`config.mk`:
```
export PLATFORM = sky130hd
export DESIGN_NAME = pipe_reg_chain_flat
export DESIGN_NICKNAME = d
export VERILOG_FILES = /design/src/rtl/pipe_reg_chain_pkg.sv /design/src/rtl/pipe_reg_chain_if.sv /design/src/rtl/pipe_reg_stage.sv /design/src/rtl/pipe_reg_chain.sv /design/src/flat_wrapper.sv
export SDC_FILE = /design/constraint.sdc
export NUM_CORES = 1
export LEC_CHECK = 0
export CAP_MARGIN = 5
export CORE_ASPECT_RATIO = 1.5
export CORE_MARGIN = 3
export CORE_UTILIZATION = 45
export CTS_CLUSTER_SIZE = 14
export DETAILED_ROUTE_END_ITERATION = 12
export PLACE_DENSITY_LB_ADDON = 0.08
export SLEW_MARGIN = 15
export SYNTH_ARGS = -nofsm -noshare
export SYNTH_HDL_FRONTEND = slang
export SYNTH_SLANG_ARGS = --single-unit
```
`constraint.sdc`:
```
create_clock -name clk -period 1.9 [get_ports clk]
set_input_delay 0.38 -clock clk [delete_from_list [all_inputs] [get_ports clk]]
set_output_delay 0.38 -clock clk [all_outputs]
set_load 0.005 [all_outputs]
```
`src/rtl/pipe_reg_chain_pkg.sv`:
```
// Shared constants and helpers for the pipe_reg_chain register pipeline.
package pipe_reg_chain_pkg;

    localparam int DEPTH_MAX = 16;

    // Occupancy counts 0..depth inclusive, so it needs clog2(depth+1) bits.
    function automatic int occ_width(input int depth);
        return $clog2(depth + 1);
    endfunction

endpackage

```
`src/rtl/pipe_reg_chain_if.sv`:
```
// Valid/ready stream bundle for pipe_reg_chain, including the occupancy readout.
interface pipe_reg_chain_if
    import pipe_reg_chain_pkg::*;
#(
    parameter int WIDTH = 32,
    parameter int DEPTH = 2
);

    localparam int OCC_W = occ_width(DEPTH);

    logic             in_valid;
    logic [WIDTH-1:0] in_data;
    logic             in_ready;
    logic             out_valid;
    logic [WIDTH-1:0] out_data;
    logic             out_ready;
    logic [OCC_W-1:0] occupancy;

    modport master (
        output in_valid, in_data, out_ready,
        input  in_ready, out_valid, out_data, occupancy
    );

    modport slave (
        input  in_valid, in_data, out_ready,
        output in_ready, out_valid, out_data, occupancy
    );

endinterface

```
`src/rtl/pipe_reg_stage.sv`:
```
// One pipeline stage: data+valid registers with clear, load and hold.
module pipe_reg_stage #(
    parameter int               WIDTH     = 32,
    parameter logic [WIDTH-1:0] RESET_VAL = '0
) (
    input  logic             clk,
    input  logic             reset,
    input  logic             i_advance,
    input  logic             i_flush,
    input  logic             i_valid,
    input  logic [WIDTH-1:0] i_data,
    output logic             o_valid,
    output logic [WIDTH-1:0] o_data
);

    logic             r_valid;
    logic [WIDTH-1:0] r_data;

    // Bubbles move the valid bit only; the data register keeps its old value.
    always_ff @(posedge clk) begin
        if (!reset) begin
            r_valid <= 1'b0;
            r_data  <= RESET_VAL;
        end else if (i_flush) begin
            r_valid <= 1'b0;
            r_data  <= RESET_VAL;
        end else if (i_advance) begin
            r_valid <= i_valid;
            if (i_valid) begin
                r_data <= i_data;
            end else begin
                r_data <= r_data;
            end
        end else begin
            r_valid <= r_valid;
            r_data  <= r_data;
        end
    end

    assign o_valid = r_valid;
    assign o_data  = r_data;

endmodule

```
`src/rtl/pipe_reg_chain.sv`:
```
// Elastic register pipeline of DEPTH stages with valid/ready flow control,
// bubble collapsing, flush, global enable and a registered occupancy count.
module pipe_reg_chain
    import pipe_reg_chain_pkg::*;
#(
    parameter int               WIDTH     = 32,
    parameter int               DEPTH     = 2,
    parameter logic [WIDTH-1:0] RESET_VAL = '0
) (
    input  logic                    clk,
    input  logic                    reset,
    input  logic                    enable,
    input  logic                    flush,
    pipe_reg_chain_if.slave         bus
);

    localparam int OCC_W = occ_width(DEPTH);

    if (DEPTH < 1 || DEPTH > DEPTH_MAX) begin : g_depth_check
        $fatal(1, "pipe_reg_chain: DEPTH must be within 1..16");
    end

    logic [DEPTH-1:0]            w_valid;
    logic [DEPTH-1:0][WIDTH-1:0] w_data;
    logic [DEPTH-1:0]            w_prev_valid;
    logic [DEPTH-1:0][WIDTH-1:0] w_prev_data;
    logic [DEPTH-1:0]            w_adv;
    logic                        w_hole;
    logic                        w_in_xfer;
    logic                        w_out_xfer;
    logic [OCC_W-1:0]            r_occ;

    // A stage advances if any stage from it to the output is empty or the
    // sink is ready; the unrolled form keeps the ready path free of loops.
    always_comb begin
        w_hole = 1'b0;
        w_adv  = '0;
        for (int i = DEPTH - 1; i >= 0; i--) begin
            w_hole   = w_hole | ~w_valid[i];
            w_adv[i] = enable & ~flush & (w_hole | bus.out_ready);
        end
    end

    for (genvar g = 0; g < DEPTH; g++) begin : g_stage
        if (g == 0) begin : g_head
            assign w_prev_valid[g] = bus.in_valid;
            assign w_prev_data[g]  = bus.in_data;
        end else begin : g_body
            assign w_prev_valid[g] = w_valid[g-1];
            assign w_prev_data[g]  = w_data[g-1];
        end

        pipe_reg_stage #(
            .WIDTH     (WIDTH),
            .RESET_VAL (RESET_VAL)
        ) u_stage (
            .clk       (clk),
            .reset     (reset),
            .i_advance (w_adv[g]),
            .i_flush   (flush),
            .i_valid   (w_prev_valid[g]),
            .i_data    (w_prev_data[g]),
            .o_valid   (w_valid[g]),
            .o_data    (w_data[g])
        );
    end

    assign w_in_xfer  = bus.in_valid & w_adv[0];
    assign w_out_xfer = bus.out_valid & bus.out_ready;

    // Occupancy tracks the valid population: +1 per accepted word, -1 per delivered word.
    always_ff @(posedge clk) begin
        if (!reset) begin
            r_occ <= '0;
        end else if (flush) begin
            r_occ <= '0;
        end else begin
            r_occ <= r_occ + OCC_W'(w_in_xfer) - OCC_W'(w_out_xfer);
        end
    end

    assign bus.in_ready  = w_adv[0];
    assign bus.out_valid = w_valid[DEPTH-1] & enable & ~flush;
    assign bus.out_data  = w_data[DEPTH-1];
    assign bus.occupancy = r_occ;

endmodule

```
`src/flat_wrapper.sv`:
```
// flat-port wrapper written by rule: the top's interface ports become plain ports
module pipe_reg_chain_flat import pipe_reg_chain_pkg::*;
#(
    parameter int               WIDTH     = 32,
    parameter int               DEPTH     = 2,
    parameter logic [WIDTH-1:0] RESET_VAL = '0
)
  (clk, reset, enable, flush, bus_in_valid, bus_in_data, bus_out_ready, bus_in_ready, bus_out_valid, bus_out_data, bus_occupancy);
  pipe_reg_chain_if #(.WIDTH(WIDTH), .DEPTH(DEPTH)) bus_i ();
  input  logic clk;
  input  logic reset;
  input  logic enable;
  input  logic flush;
  input wire logic [$bits(bus_i.in_valid)-1:0] bus_in_valid;
  input wire logic [$bits(bus_i.in_data)-1:0] bus_in_data;
  input wire logic [$bits(bus_i.out_ready)-1:0] bus_out_ready;
  output wire logic [$bits(bus_i.in_ready)-1:0] bus_in_ready;
  output wire logic [$bits(bus_i.out_valid)-1:0] bus_out_valid;
  output wire logic [$bits(bus_i.out_data)-1:0] bus_out_data;
  output wire logic [$bits(bus_i.occupancy)-1:0] bus_occupancy;
  assign bus_i.in_valid = bus_in_valid;
  assign bus_i.in_data = bus_in_data;
  assign bus_i.out_ready = bus_out_ready;
  assign bus_in_ready = bus_i.in_ready;
  assign bus_out_valid = bus_i.out_valid;
  assign bus_out_data = bus_i.out_data;
  assign bus_occupancy = bus_i.occupancy;
  pipe_reg_chain #(.WIDTH(WIDTH), .DEPTH(DEPTH), .RESET_VAL(RESET_VAL)) u_core (.clk(clk), .reset(reset), .enable(enable), .flush(flush), .bus(bus_i));
endmodule
```
# Word level (Yosys, flattened, before mapping)
# Index checks and enable logic that the tools add are counted.
[word_totals] input_bits=38 reg_bits=68
[op_classes] bitwise_logic=14 reduce_logical=3 add_sub_neg=2
[ops] op="$and 1x1->1" count=7
[ops] op="$not 1->1" count=4
[ops] op="$reduce_and 2->1" count=2
[ops] op="$or 1x1->1" count=3
[ops] op="$add 2x1->2" count=1
[ops] op="$reduce_or 2->1" count=1
[ops] op="$sub 2x1->2" count=1

# Depth between registers and ports, before layout
# Gate-level depths: netlist (run 1).
[logic_depth] depth_word=7 mapped_depth=8

# Cells and area by module
# Synthesis (run 1) repeated with hierarchy kept, for this count alone.
[hier_totals] hier_cells=316 area_unflattened_um2=3226.8
[modules_own_cells] module="pipe_reg_stage" seq_area_each_um2=660.6 cells_each=150 area_per_inst_um2=1532.7 n_inst=2
[modules_own_cells] module="pipe_reg_chain" seq_area_each_um2=40.0 cells_each=16 area_per_inst_um2=161.4 n_inst=1

# Worst setup path after synthesis (run 1)
# OpenSTA, ideal clock, no wires.
[synth_timing] path_kind="input port to flip-flop" from="input port enable" to="register u_core.r_occ[1] (netlist: u_core.bus.occupancy[1])" path_buffers=0 slack_ps=323 setup_time_ps=115 t_arrival_ps=1463 cell_stages=8 path_cell_list="nor2b_4 -> and3_1 -> ha_1 -> inv_1 -> ha_1 -> xor2_1 -> xnor2_1 -> nor2_1"
[synth_via] elab_chain_cells=5 word_cells_on_any_way=8
[synth_rtl] element="start, declared" line="flat_wrapper.sv:12" text="input logic enable;"
[synth_rtl] element="$and 1x1->1 (2 in series)" line="pipe_reg_chain.sv:40" text="w_adv[i] = enable & ~flush & (w_hole | bus.out_ready);"
[synth_rtl] element="$and 1x1->1" line="pipe_reg_chain.sv:68" text="assign w_in_xfer = bus.in_valid & w_adv[0];"
[synth_rtl] element="$add 2x1->2" line="pipe_reg_chain.sv:78" text="r_occ <= r_occ + OCC_W'(w_in_xfer) - OCC_W'(w_out_xfer);"
[synth_rtl] element="$sub 2x1->2 *" line="pipe_reg_chain.sv:78"
[synth_rtl] element="end signal, assigned" line="pipe_reg_chain.sv:78"
[synth_rtl] element="end, declared" line="pipe_reg_chain.sv:31" text="logic [OCC_W-1:0] r_occ;"
# Mark *: on every way between the ends. The rest lies on a longest branch, timed or not.
# A chain may end at the register's enable or synchronous reset.

# Worst setup path after layout (run 1)
[layout_timing] from="input port enable" to="output port bus_in_ready"
[layout_via] elab_chain_cells=2
[layout_rtl] element="$and 1x1->1 (2 in series)" line="pipe_reg_chain.sv:40"
[layout_rtl] element="end, declared" line="flat_wrapper.sv:17" text="output wire logic [$bits(bus_i.in_ready)-1:0] bus_in_ready;"
# Every way passes these cells.

==> results.yml, run 1 <==
placed_design:
  portBuffers: 73
  dp.cells: 412
  post-dp-hpwl_um: 3580
  finalWeightedCongestion: 0.730
cells_and_area:
  multi_input_area_sq_um: 1200
  nets: 393
  layout-drive-gt1-share_pct: 9.50
  stdcell_count: 428
  num-fill-cells: 471
  final_cell_mix: "nand2_1 (96), clkdlybuf4s50_1 (70), dfxtp_1 (68)"
  antenna_cells: 0
  register_area_sq_um: 1360
  syn_to_final_growth_pct: 38.1
  final_common_cell: "nand2_1"
timing:
  max_slew_margin_pct: 82.2
  fin_crit_sh_pct: 93.5
  setup_violations: 0
  final_max_slew_viol_count: 0
  fin_hold_ws_ns: 0.459
  hold_viol_final: 0
  finClkSkew_ns: 0.00839
  fmax_ghz: 0.563
  rsz0062_at_grt: "false"
  worst_pin_slew_ns: 0.267
  period_minus_slack_ns: 1.78
floorplanning:
  rows: 33
  core_area_sq_um: 5660
  die_width_um: 69.3
  die_h_um: 101
  pin_count: 74
  start_util_pct: 47.8
  dieArea_sq_um: 6990
global_routing:
  grt_start_max_net_pins: 66
  grt_pass1_vias: 1998
  antenna_found_initial: 0
  grt_pass1_wl_um: 8830
  grt_overflow: 0
  grt_usage_pct: 15.8
critical_path:
  path_class: "input pin to output pin"
  cp_slowest_cell: "clkdlybuf4s50_1"
  worstPathArrival_ns: 1.40
  max_stage_delay_ns: 0.47
  cp_top_family: "buffers and inverters"
  crit_chain: "clkdlybuf4s50_1 -> buf_4 -> nand2b_1 -> a21oi_1 -> dlygate4sd2_1"
  required_ns: 1.52
  critPathMaxFanout: 2
  critPathBufInv: 3
  startpoint_type: "input pin"
  endpoint_kind: "output pin"
clock_network:
  cts-root-buf: "clkbuf_8"
  clock_sinks: 68
  numCtsBuffers: 9
  post_cts_buffers: 0
  ctsLongestPathBuffers: 2
  clk_pin_slew_worst_paths_ns: 0.07
  htree_levels: 3
  tritoncts: "built"
  clock_latency_ns: 0.33
pwr:
  comb_power_share_pct: 7.2
  irDropWorstVdd_mv: 0.644
  power_leakage_nw: 1.50
  switching_share_pct: 21.5
  powerDensity_nw_per_um2: 735
  power_switching_mw: 0.589
  p_seq_share_pct: 52.5
  p_int_mw: 2.15
  clkPwrFrac_pct: 40.3
detailed_routing:
  highest_layer: "met4"
  vias_per_cell: 4.73
  drtIter0Drc: 100
  wl_met3_um: 279
  drcViolationCount: 0
  vias: 2023
  wire_per_inst_um: 12.0
  wl_met2_um: 2570
  dr.pass1.iters: 4
  postRouteAntennaNets: 0
  wl_met1_um: 2230
  finalWirelength_um: 5140
flow_run:
  drv_cap: 0
yosys:
  syn-cell-area_sq_um: 2700
  yosysSeqAreaShare_pct: 50.4
  syn_inst: 272
  synthXorXnorAreaFrac_pct: 0.648
  synthTopCellsByArea: "dfxtp_1 (50%), mux2i_1 (24%), nand2_1 (13%), buf_6 (1.7%), buf_2 (1.5%)"
  yosysTopAreaCellShare_pct: 50.4
  synth_top_family_by_area: "multiplexers"
  synth_fp_nets: 312
  ys_warn_count: 0
  synthDistinctLibCells: 26
  synth-compound-area-share_pct: 1.44
  syn_area_per_cell_sq_um: 9.94
  synthSimpleGateAreaFrac_pct: 17.5
  synth_seq_cells: 68
  post-synth-top-area-cell: "dfxtp_1"
  yosys.area_share.adder_pct: 0.926
  synthMuxAreaShare_pct: 23.7
run_status:
  status: "complete, no violations"
min_path:
  hp-class: "flip-flop to flip-flop"
-- worst paths after layout --
check / cells after the start / start / slack (ns) / endpoint
setup / recovery: 5 / enable / 0.12 / bus_in_ready
hold reg to reg: 2 / u_core.g_stage[0].u_stage.o_data[13] / 0.46 / u_core.g_stage[1].u_stage.o_data[13]
hold / removal: 2 / u_core.g_stage[0].u_stage.o_data[13] / 0.46 / u_core.g_stage[1].u_stage.o_data[13]
setup reg to reg: 7 / u_core.g_stage[1].u_stage.o_valid / 0.45 / u_core.bus.occupancy[1]
-- registers in the layout (all words and copies together) (netlist names) --
| name | cells |
|---|---|
| u_core.g_stage.u_stage.o_data | 64 |
| u_core.bus.occupancy | 2 |
| u_core.g_stage.u_stage.o_valid | 2 |
-- layer usage --
layer,up-vias,track usage (%)
met2,50,26.8
met5,-,0
met3,5,4.99
met4,0,8.12
li1,1046,-
met1,922,17.6
-- stage by stage --
stage                     TNS (ns)  worst slack [ns]  total power [mW]  util (%)  cell area (sq um)
after floorplan                  0             0.323              1.56         -               2700
after global placement      -0.852            -0.195              1.67      62.8               3550
after detailed placement     -2.19            -0.229              1.67      62.8               3550
after CTS                        0             0.115              2.79      66.0               3730
after global routing             0            0.0451              2.86      66.0               3730
final                            0             0.124              2.74      66.0               3730
-- power groups by stage --
| stage | Combinational, mW | Sequential (mW) | Clock (mW) |
|---|---|---|---|
| after detailed placement | 0.201 | 1.47 | 0 |
| after CTS | 0.201 | 1.44 | 1.15 |
| after global placement | 0.201 | 1.47 | 0 |
| final | 0.199 | 1.44 | 1.10 |
| after global routing | 0.217 | 1.44 | 1.21 |
| after floorplan | 0.0920 | 1.47 | 0 |
-- cells in the mapped netlist (all sizes together) --
library cell	instances
nand3b	2
clkbuf	1
dfxtp	68
a22oi	1
nand2	96
xor2	1
inv	2
a21oi	3
ha	2
o21ai	1
mux2i	64
nor2b	3
and3	2
nor2	2
buf	17
xnor2	1
nand3	1
nand2b	3
and2	2
-- kinds of logic (layout without fill, tap and decap cells) --
family | count (synthesis) | count (layout)
compound gates | 5 | 5
xor+xnor | 2 | 2
flops | 68 | 68
fa+ha+maj | 2 | 2
simple gates | 111 | 111
buf+inv | 20 | 106
mux | 64 | 64
-- tightest hold or removal path: stages, from the launching register on --
cell     delay, ns
dfxtp_1       0.30
nand2_1       0.06
mux2i_1       0.06
-- what timing repair did --
item	4_1_cts	5_1_grt
hold buffers	0	0
endpoints found under the setup margin	2	0
resized for setup	3	0
-- cell type report --
cell class	count	area share (%)
flip-flops and latches	68	36.5
multi-input cells	184	32.2
well taps	70	2.35
clock buffers	11	3.52
clock inverters	5	1.41
repair buffers	88	23.8
inverters	2	0.201
(Power assumes the default switching activity.)
==> run 2: changes to the inputs <==
SKIP_CTS_REPAIR_TIMING = 1   (was not set)
clock period = 2.1 ns   (was 1.9 ns; I/O delays follow)
==> run 2 against run 1 <==
Effect of this change:
- register-to-register slack gained 0.15 ns
- critical path depth shrank 2
- total power shrank 7.5%
- sequential cell count is the same
- via count shrank 0.69%
- critical path type is now flip-flop to output pin
- critical endpoint unchanged
- largest power group unchanged
- highest routed layer unchanged
==> results.yml, run 2 (synthesis results as in run 1) <==
pwr:
  irDropWorstVdd_mv: 0.632
  powerDensity_nw_per_um2: 676
  power_leakage_nw: 1.52
floorplanning:
  core_area_sq_um: 5660
  pin_count: 74
  die_width_um: 69.3
  rows: 33
  die_h_um: 101
  start_util_pct: 47.8
  dieArea_sq_um: 6990
critical_path:
  worstPathArrival_ns: 1.48
  crit_start: "u_core.g_stage[1].u_stage.o_valid"
  startpoint_type: "flip-flop"
  endpoint_kind: "output pin"
  path_class: "flip-flop to output pin"
  max_stage_delay_ns: 0.52
  required_ns: 1.68
  cp_slowest_cell: "clkdlybuf4s50_1"
  crit_end: "bus_in_ready"
  reg2reg_from: "u_core.g_stage[1].u_stage.o_valid"
  rr_endpoint: "u_core.bus.occupancy[1]"
  regToRegSetupSlack_ns: 0.60
  crit_chain: "nor2b_2 -> a21oi_1 -> clkdlybuf4s50_1"
  r2r_cells: 7
  critPathMaxFanout: 5
detailed_routing:
  postRouteAntennaNets: 0
  wire_per_inst_um: 12.1
  highest_layer: "met4"
  vias: 2009
  finalWirelength_um: 5170
  wl_met3_um: 232
  wl_met2_um: 2600
  vias_per_cell: 4.72
  dr.pass1.iters: 4
  wl_met1_um: 2290
  drtIter0Drc: 72
  drcViolationCount: 0
cells_and_area:
  final_cell_area_sq_um: 3750
  syn_to_final_growth_pct: 38.9
  antenna_cells: 0
  num-fill-cells: 472
  final_common_cell: "nand2_1"
  largest_register_ffs: 64
  nets: 391
  final_cell_mix: "nand2_1 (96), clkdlybuf4s50_1 (70), dfxtp_1 (68)"
  layout-drive-gt1-share_pct: 9.55
  utilization_pct: 66.4
clock_network:
  clock_latency_ns: 0.32
  numCtsBuffers: 9
  clock_sinks: 68
  ctsLongestPathBuffers: 2
  tritoncts: "built"
  htree_levels: 3
  clk_pin_slew_worst_paths_ns: 0.07
  cts-root-buf: "clkbuf_8"
timing:
  worst_pin_slew_ns: 0.252
  fmax_ghz: 0.525
  finClkSkew_ns: 0.00602
  max_slew_margin_pct: 83.2
  final_max_slew_viol_count: 0
  rsz0062_at_grt: "false"
  hold_viol_final: 0
  setup_violations: 0
  worst_slack_ns: 0.195
  fin_crit_sh_pct: 90.7
  period_minus_slack_ns: 1.90
placed_design:
  pre_cts_slack_ns: -0.0674
  placed_area_sq_um: 3530
  finalWeightedCongestion: 0.749
  post-dp-hpwl_um: 3610
  portBuffers: 73
global_routing:
  grt_start_max_net_pins: 52
  grt_pass1_wl_um: 8630
  antenna_found_initial: 0
  grt_usage_pct: 15.2
  grt_overflow: 0
  grt_pass1_vias: 1976
flow_run:
  drv_cap: 0
min_path:
  hp-class: "flip-flop to flip-flop"
run_status:
  status: "complete, no violations"
[run 2: worst min path at each step]
| stage | start | end | slack (ns) | cells after the start |
|---|---|---|---|---|
| finish | u_core.g_stage[1].u_stage.o_data[3] | u_core.g_stage[1].u_stage.o_data[3] | 0.46 | 2 |
| floorplan | u_core.g_stage[0].u_stage.o_data[11] | u_core.g_stage[0].u_stage.o_data[11] | 0.44 | 2 |
| global placement | u_core.g_stage[1].u_stage.o_data[26] | u_core.g_stage[1].u_stage.o_data[26] | 0.44 | 2 |
| detailed placement | u_core.g_stage[1].u_stage.o_data[5] | u_core.g_stage[1].u_stage.o_data[5] | 0.45 | 2 |
| CTS | u_core.g_stage[1].u_stage.o_data[3] | u_core.g_stage[1].u_stage.o_data[3] | 0.46 | 2 |
| global route | u_core.g_stage[1].u_stage.o_data[5] | u_core.g_stage[1].u_stage.o_data[5] | 0.47 | 2 |
[run 2: power by group]
group          internal, mW  total (mW)  switching [mW]  leakage (nW)
Combinational         0.108       0.182          0.0742         0.872
Sequential             1.30        1.30         0.00317         0.548
Clock                 0.610        1.05           0.444         0.102
Total                  2.02        2.54           0.522          1.52
[run 2: metal layers]
layer	vias up	global-route usage, %
li1	1047	-
met1	909	17.2
met2	49	26.6
met3	4	3.69
met4	0	7.67
met5	-	0
[run 2: through the flow]
stage / total power, mW / instances / hold slack, ns / TNS (ns)
after floorplan: 1.41 / 272 / 0.442 / 0
after global placement: 1.51 / 409 / 0.444 / -0.0497
after detailed placement: 1.51 / 409 / 0.447 / -0.119
after CTS: 2.57 / 425 / 0.461 / -0.0545
after global routing: 2.64 / 426 / 0.474 / 0
final: 2.54 / 426 / 0.457 / 0
[run 2: final cells by class]
class	instances	area (sq um)	share of cell area, %
clock buffer	12	155	4.13
multi-input combinational	184	1210	32.2
tap	70	87.6	2.33
timing repair buffer	86	886	23.6
sequential	68	1360	36.3
clock inverter	4	47.5	1.27
inverter	2	7.51	0.200
[run 2: critical path: cells and delay by family (launching register included)]
kind,cells,cell delay [ns]
buffers and inverters,1,0.52
and+or+nand+nor,1,0.17
AOI/OAI and AO/OA,1,0.14
DFF,1,0.35
